`config.mk`:
```
export PLATFORM = sky130hd
export DESIGN_NAME = conv_layer_sched
export DESIGN_NICKNAME = d
export VERILOG_FILES = /design/src/rtl/conv_layer_sched.sv
export SDC_FILE = /design/constraint.sdc
export NUM_CORES = 1
export LEC_CHECK = 0
export CAP_MARGIN = 40
export CORE_ASPECT_RATIO = 0.5
export CORE_UTILIZATION = 50
export DETAILED_ROUTE_END_ITERATION = 10
export PLACE_DENSITY = 0.82
export SYNTH_ARGS = -nofsm -noshare
export SYNTH_HDL_FRONTEND = slang
export SYNTH_SLANG_ARGS = --single-unit
```
`constraint.sdc`:
```
create_clock -name clk -period 4 [get_ports clk]
set_clock_uncertainty 0.15 [all_clocks]
set_input_delay 0.6 -clock clk [delete_from_list [all_inputs] [get_ports clk]]
set_output_delay 0.6 -clock clk [all_outputs]
set_load 0.01 [all_outputs]
```
`src/rtl/conv_layer_sched.sv`:
```
// Layer sequencer for CONV_ACC: queues layer descriptors, configures and starts the kernel,
// generates IFM/weight read addresses, checks beat counts and reports per-layer status.
module conv_layer_sched #(
  parameter int unsigned ADDR_W   = 32,
  parameter int unsigned IFM_UNIT = 7904,
  parameter int unsigned WGT_UNIT = 13312,
  parameter int unsigned TIMEOUT  = 4096
) (
  input  logic              clk,
  input  logic              rst_n,
  input  logic              cmd_valid_i,
  output logic              cmd_ready_o,
  input  logic [1:0]        cmd_ci_i,
  input  logic [1:0]        cmd_co_i,
  input  logic [ADDR_W-1:0] cmd_ifm_base_i,
  input  logic [ADDR_W-1:0] cmd_wgt_base_i,
  output logic [1:0]        cfg_ci_o,
  output logic [1:0]        cfg_co_o,
  output logic              start_conv_o,
  input  logic              ifm_read_i,
  input  logic              wgt_read_i,
  input  logic              end_conv_i,
  input  logic              ofm_port0_v_i,
  input  logic              ofm_port1_v_i,
  output logic [ADDR_W-1:0] ifm_addr_o,
  output logic [ADDR_W-1:0] wgt_addr_o,
  output logic              busy_o,
  output logic              done_valid_o,
  output logic [2:0]        done_status_o,
  output logic [23:0]       done_ofm_cnt_o
);

  localparam int unsigned CNT_W = 20;
  localparam int unsigned OFM_W = 24;
  localparam int unsigned SUM_W = OFM_W + 1;
  localparam int unsigned WD_W  = 16;
  localparam int unsigned DEPTH = 2;

  typedef struct packed {
    logic [1:0]        ci;
    logic [1:0]        co;
    logic [ADDR_W-1:0] ifm_base;
    logic [ADDR_W-1:0] wgt_base;
  } desc_t;

  typedef enum logic [2:0] {S_IDLE, S_CFG, S_START, S_RUN, S_DONE} state_e;

  state_e            state_q, state_d;
  desc_t             fifo_q [DEPTH];
  logic              wr_ptr_q, rd_ptr_q;
  logic [1:0]        count_q, count_d;
  logic              push, pop;
  desc_t             head;

  logic [1:0]        ci_q, ci_d, co_q, co_d;
  logic [CNT_W-1:0]  ifm_exp_q, ifm_exp_d, wgt_exp_q, wgt_exp_d;
  logic [CNT_W-1:0]  ifm_cnt_q, ifm_cnt_d, wgt_cnt_q, wgt_cnt_d;
  logic [ADDR_W-1:0] ifm_addr_q, ifm_addr_d, wgt_addr_q, wgt_addr_d;
  logic [OFM_W-1:0]  ofm_cnt_q, ofm_cnt_d;
  logic [SUM_W-1:0]  ofm_sum;
  logic [WD_W-1:0]   wd_q, wd_d;
  logic              ifm_err_q, ifm_err_d, wgt_err_q, wgt_err_d;
  logic              activity, timeout_hit;
  logic              start_q, start_d;
  logic              done_valid_q, done_valid_d;
  logic [2:0]        done_status_q, done_status_d;
  logic [OFM_W-1:0]  done_ofm_q, done_ofm_d;
  logic              busy_q, busy_d;
  logic              cmd_ready_q, cmd_ready_d;

  assign push = cmd_valid_i && cmd_ready_q;
  assign pop  = (state_q == S_IDLE) && (count_q != 2'd0);
  assign head = fifo_q[rd_ptr_q];

  // Descriptor FIFO storage and pointers
  always_ff @(posedge clk or negedge rst_n) begin
    if (!rst_n) begin
      for (int i = 0; i < int'(DEPTH); i++) fifo_q[i] <= '0;
      wr_ptr_q <= 1'b0;
      rd_ptr_q <= 1'b0;
    end else begin
      if (push) begin
        fifo_q[wr_ptr_q] <= '{ci: cmd_ci_i, co: cmd_co_i,
                              ifm_base: cmd_ifm_base_i, wgt_base: cmd_wgt_base_i};
        wr_ptr_q <= ~wr_ptr_q;
      end
      if (pop) rd_ptr_q <= ~rd_ptr_q;
    end
  end

  always_ff @(posedge clk or negedge rst_n) begin
    if (!rst_n) begin
      state_q       <= S_IDLE;
      count_q       <= '0;
      ci_q          <= '0;
      co_q          <= '0;
      ifm_exp_q     <= '0;
      wgt_exp_q     <= '0;
      ifm_cnt_q     <= '0;
      wgt_cnt_q     <= '0;
      ifm_addr_q    <= '0;
      wgt_addr_q    <= '0;
      ofm_cnt_q     <= '0;
      wd_q          <= '0;
      ifm_err_q     <= 1'b0;
      wgt_err_q     <= 1'b0;
      start_q       <= 1'b0;
      done_valid_q  <= 1'b0;
      done_status_q <= '0;
      done_ofm_q    <= '0;
      busy_q        <= 1'b0;
      cmd_ready_q   <= 1'b0;
    end else begin
      state_q       <= state_d;
      count_q       <= count_d;
      ci_q          <= ci_d;
      co_q          <= co_d;
      ifm_exp_q     <= ifm_exp_d;
      wgt_exp_q     <= wgt_exp_d;
      ifm_cnt_q     <= ifm_cnt_d;
      wgt_cnt_q     <= wgt_cnt_d;
      ifm_addr_q    <= ifm_addr_d;
      wgt_addr_q    <= wgt_addr_d;
      ofm_cnt_q     <= ofm_cnt_d;
      wd_q          <= wd_d;
      ifm_err_q     <= ifm_err_d;
      wgt_err_q     <= wgt_err_d;
      start_q       <= start_d;
      done_valid_q  <= done_valid_d;
      done_status_q <= done_status_d;
      done_ofm_q    <= done_ofm_d;
      busy_q        <= busy_d;
      cmd_ready_q   <= cmd_ready_d;
    end
  end

  // Next-state and datapath updates
  always_comb begin
    state_d       = state_q;
    ci_d          = ci_q;
    co_d          = co_q;
    ifm_exp_d     = ifm_exp_q;
    wgt_exp_d     = wgt_exp_q;
    ifm_cnt_d     = ifm_cnt_q;
    wgt_cnt_d     = wgt_cnt_q;
    ifm_addr_d    = ifm_addr_q;
    wgt_addr_d    = wgt_addr_q;
    ofm_cnt_d     = ofm_cnt_q;
    wd_d          = wd_q;
    ifm_err_d     = ifm_err_q;
    wgt_err_d     = wgt_err_q;
    start_d       = 1'b0;
    done_valid_d  = 1'b0;
    done_status_d = done_status_q;
    done_ofm_d    = done_ofm_q;
    activity      = ifm_read_i || wgt_read_i || ofm_port0_v_i || ofm_port1_v_i;
    timeout_hit   = 1'b0;
    ofm_sum       = SUM_W'(ofm_cnt_q) + SUM_W'(ofm_port0_v_i) + SUM_W'(ofm_port1_v_i);

    case ({push, pop})
      2'b10:   count_d = count_q + 2'd1;
      2'b01:   count_d = count_q - 2'd1;
      default: count_d = count_q;
    endcase

    case (state_q)
      S_IDLE: begin
        if (count_q != 2'd0) begin
          state_d    = S_CFG;
          ci_d       = head.ci;
          co_d       = head.co;
          ifm_exp_d  = CNT_W'(IFM_UNIT) * (CNT_W'(head.ci) + CNT_W'(1));
          wgt_exp_d  = CNT_W'(WGT_UNIT) * (CNT_W'(head.ci) + CNT_W'(1))
                                        * (CNT_W'(head.co) + CNT_W'(1));
          ifm_addr_d = head.ifm_base;
          wgt_addr_d = head.wgt_base;
          ifm_cnt_d  = '0;
          wgt_cnt_d  = '0;
          ofm_cnt_d  = '0;
          wd_d       = '0;
          ifm_err_d  = 1'b0;
          wgt_err_d  = 1'b0;
        end
      end
      S_CFG: begin
        state_d = S_START;
        start_d = 1'b1;
      end
      S_START: state_d = S_RUN;
      S_RUN: begin
        if (ifm_read_i) begin
          ifm_addr_d = ifm_addr_q + ADDR_W'(8);
          ifm_cnt_d  = ifm_cnt_q + CNT_W'(1);
          if (ifm_cnt_q == ifm_exp_q) ifm_err_d = 1'b1;
        end
        if (wgt_read_i) begin
          wgt_addr_d = wgt_addr_q + ADDR_W'(4);
          wgt_cnt_d  = wgt_cnt_q + CNT_W'(1);
          if (wgt_cnt_q == wgt_exp_q) wgt_err_d = 1'b1;
        end
        ofm_cnt_d   = ofm_sum[OFM_W] ? '1 : ofm_sum[OFM_W-1:0];
        wd_d        = activity ? '0 : wd_q + WD_W'(1);
        timeout_hit = !activity && (wd_q == WD_W'(TIMEOUT - 1));
        // end_conv wins over a coincident watchdog expiry
        if (end_conv_i || timeout_hit) begin
          state_d       = S_DONE;
          done_valid_d  = 1'b1;
          done_status_d = {timeout_hit && !end_conv_i,
                           wgt_err_d || (wgt_cnt_d != wgt_exp_q),
                           ifm_err_d || (ifm_cnt_d != ifm_exp_q)};
          done_ofm_d    = ofm_cnt_d;
        end
      end
      S_DONE:  state_d = S_IDLE;
      default: state_d = S_IDLE;
    endcase

    cmd_ready_d = (count_d != 2'd2);
    busy_d      = (state_d != S_IDLE) || (count_d != 2'd0);
  end

  assign cmd_ready_o    = cmd_ready_q;
  assign cfg_ci_o       = ci_q;
  assign cfg_co_o       = co_q;
  assign start_conv_o   = start_q;
  assign ifm_addr_o     = ifm_addr_q;
  assign wgt_addr_o     = wgt_addr_q;
  assign busy_o         = busy_q;
  assign done_valid_o   = done_valid_q;
  assign done_status_o  = done_status_q;
  assign done_ofm_cnt_o = done_ofm_q;

endmodule

```
==> results.sh <==
export IMPL_status="complete, but fails checks"
export IMPL_violations="hold timing"
export IMPL_cts_tree="built"
export IMPL_viasPerCell=5.944
export IMPL_critPathLaunch="rd_ptr_q$_DFFE_PN0P_"
export IMPL_post_route_period_util_pct=88.27
export IMPL_critical_path_required_ns=4.29
export IMPL_final_cell_mix="dfrtp_1, nand2_1, clkdlybuf4s50_1"
export IMPL_track_usage_pct=24.69
export IMPL_ys_async_sr_fraction_pct=100.0
export IMPL_ys_ff_latch=342
export IMPL_worstPathMaxFanout=7
export IMPL_final_nets=2033
export IMPL_cts_sinks=342
export IMPL_syn_area_per_cell_sq_um=10.06
export IMPL_rsz0062_at_grt="false"
export IMPL_synth_top_area_share_pct=47.85
export IMPL_antenna_found_initial=2
export IMPL_die_h_um=135.7
export IMPL_period_minus_slack_ns=3.531
export IMPL_ant_nets=0
export IMPL_fillers=2821
export IMPL_report_final_setup_viol=0
export IMPL_synth_ff_type="dfrtp_1"
export IMPL_htreeDepth=2
export IMPL_p_clk_share_pct=18.2
export IMPL_grt_pass1_vias=14240
export IMPL_fin_setup_tns_ns=0
export IMPL_syn_to_final_growth_pct=18.88
export IMPL_drc=0
export IMPL_finalMaxSlewViolations=0
export IMPL_ys_seq_area_share_pct=47.85
export IMPL_wire_per_inst_um=18.59
export IMPL_fmax_mhz=283.2
export IMPL_pin_count=175
export IMPL_syn_num_nets=1885
export IMPL_post_cts_resized=0
export IMPL_max_cap_viol_count=0
export IMPL_netlist_area_sq_um=17880
export IMPL_hold_slack_ns=-0.0006737
export IMPL_drt_pre_antenna_iters=5
export IMPL_final_common_cell="dfrtp_1"
export IMPL_synth_edf_count=0
export IMPL_die_area_sq_um=36580
export IMPL_wl_mm=45.11
export IMPL_yosysTopAreaCell="dfrtp_1"
export IMPL_arrival_ns=3.82
export IMPL_critPathLaunchType="register"
export IMPL_finalHoldViolCount=2
export IMPL_power_mw=16.84
export IMPL_power_frac_comb_pct=46.4
export IMPL_swShare_pct=39.21
export IMPL_leakagePower_nw=8.813
export IMPL_hp_class="primary input to async pin"
export IMPL_yosys_warnings=0
export IMPL_r2r_start="rd_ptr_q$_DFFE_PN0P_"
export IMPL_drive_gt1_share_pct=14.73
export IMPL_cts_root_buffer="clkbuf_16"
export IMPL_grt_overflow_total=0
export IMPL_pwr_share_seq_pct=35.4
export IMPL_coreArea_sq_um=34830
export IMPL_cts_buffers=34
export IMPL_syn_inst=1777
export IMPL_clk_pin_slew_ns=0.06
export IMPL_start_util_pct=51.34
export IMPL_port_buffer_count=174
export IMPL_endpoint_kind="register"
export IMPL_p_int_mw=10.24
export IMPL_hold_buffers=0
export IMPL_fp_dieW_um=269.5
export IMPL_postCtsSetupBuffers=0
export IMPL_grt_first_pass_wirelength_mm=73.36
export IMPL_dp_hpwl_mm=30.95
export IMPL_vdd_drop_max_mv=0.4050
export IMPL_gp_congestion=0.9353
export IMPL_grt_max_degree=103
export IMPL_p_per_area_nw_per_um2=792.0
export IMPL_ys_types=87
export IMPL_slew_headroom_pct=40.52
export IMPL_cts_max_path_buffers=3
export IMPL_rows=48
export IMPL_p_switching_mw=6.602
export IMPL_worstMarginPinSlew_ns=0.8923
export IMPL_drtIter0Drc=1239
export IMPL_critical_path_class="register to register"
export IMPL_synth_area_leaders="dfrtp_1, mux2_2, o21ai_0"
export IMPL_clkLatencyLatePin_ns=0.52
export IMPL_via_count=14420
-- power by group through the flow --
| stage | Clock [mW] | Sequential [mW] | Combinational [mW] |
|---|---|---|---|
| after floorplan | 0 | 5.85 | 5.07 |
| after global placement | 0 | 5.91 | 7.52 |
| after detailed placement | 0 | 5.99 | 7.77 |
| after CTS | 3.13 | 5.94 | 7.83 |
| after global routing | 3.26 | 6.13 | 8.64 |
| final | 3.07 | 5.96 | 7.81 |
-- through the flow --
| step | cell area (sq um) | instances | setup WS (ns) | hold slack (ns) | utilization [%] |
|---|---|---|---|---|---|
| 3_5_place_dp | 20210 | 2364 | 0.2203 | 0.3131 | 58.02 |
| 5_1_grt | 21260 | 2425 | 0.1383 | 0.04870 | 61.03 |
| 6_report | 21260 | 2426 | 0.4693 | -0.0006737 | 61.04 |
| 3_3_place_gp | 20180 | 2363 | 0.3025 | 0.3125 | 57.95 |
| 4_1_cts | 21250 | 2423 | 0.4547 | 0.02641 | 61.02 |
| 2_1_floorplan | 17880 | 1777 | 0.1413 | 0.1544 | - |
-- cells by family (layout without fill, tap and decap cells) --
| family | after synthesis | in the layout | synth area share, % |
|---|---|---|---|
| flip-flops | 342 | 342 | 47.85 |
| adder cells (fa/ha/maj) | 32 | 32 | 2.533 |
| buffers and inverters | 144 | 315 | 3.358 |
| XOR/XNOR | 74 | 74 | 3.666 |
| other | 0 | 3 | 0 |
| AO/OA/AOI/OAI | 420 | 420 | 14.49 |
| multiplexers | 204 | 204 | 12.49 |
| AND/OR/NAND/NOR | 561 | 561 | 15.62 |
-- cell type report --
| cell class | instances | area, sq um | area share, % |
|---|---|---|---|
| multi-input cells | 1291 | 8748 | 41.15 |
| flip-flops and latches | 342 | 8562 | 40.27 |
| repair buffers | 216 | 2157 | 10.15 |
| clock buffers | 52 | 999.7 | 4.702 |
| well taps | 475 | 594.3 | 2.795 |
| inverters | 40 | 150.1 | 0.7062 |
| clock inverters | 7 | 42.54 | 0.2001 |
| diodes | 3 | 7.507 | 0.03531 |
-- Yosys cell counts (all sizes together) (6+ instances only) --
cell type,instances
xor2,27
o21ai,147
o31ai,26
ha,25
mux2i,51
or4,7
o21a,7
and2,13
inv,40
fa,7
nor4,17
nand3,62
or2,6
and4,9
buf,39
and3,29
a31oi,33
nand2,182
o211ai,12
nand2b,7
o22a,6
a311oi,9
a211oi,18
nor3,26
a21oi,101
mux2,153
xnor2,47
a22o,9
clkbuf,65
o22ai,7
nand4,40
nor2b,14
dfrtp,342
nor2,130
-- state kept, by name, summed over array words and instances, names as in the netlist, 16 cells and up --
name and count:
done_ofm_cnt_o 24, fifo_q 136, ifm_addr_o 32, ifm_cnt_q 20, ofm_cnt_q 24, wd_q 16, wgt_addr_o 32, wgt_cnt_q 20
-- per-layer routing --
metal / global-route usage (%) / wire length, um / up-vias
li1: - / - / 6737
met3: 4.040 / 2254 / 107
met5: 0 / 0 / -
met2: 42.61 / 22310 / 416
met4: 9.564 / 1405 / 0
met1: 31.40 / 19140 / 7160
-- final timing paths --
| kind | depth (start not counted) | endpoint | slack (ns) |
|---|---|---|---|
| min in group clk | 2 | ifm_addr_o[2]$_DFFE_PN0P_ | 0.33 |
| setup reg to reg | 16 | wgt_exp_q[18]$_DFFE_PN0P_ | 0.47 |
| hold reg to reg | 2 | ifm_addr_o[2]$_DFFE_PN0P_ | 0.33 |
| hold / removal | 1 | fifo_q[121]$_DFFE_PN0P_ | -0.0007 |
| setup / recovery | 16 | wgt_exp_q[18]$_DFFE_PN0P_ | 0.47 |
| max in group asynchronous | 2 | fifo_q[118]$_DFFE_PN0P_ | 2.87 |
-- critical path, stage by stage (launching register included) --
cell and delay, ns:
dfrtp_4 0.52, mux2i_1 0.21, inv_1 0.11, ha_1 0.39, nand2_1 0.10, fa_1 0.46
inv_1 0.07, ha_1 0.16, inv_1 0.05, fa_1 0.39, inv_1 0.07, a21oi_1 0.07
o21bai_1 0.21, a21o_1 0.15, a21oi_1 0.07, xor2_1 0.14, o21ai_0 0.13
No activity file was read; power rests on OpenSTA's default activity.
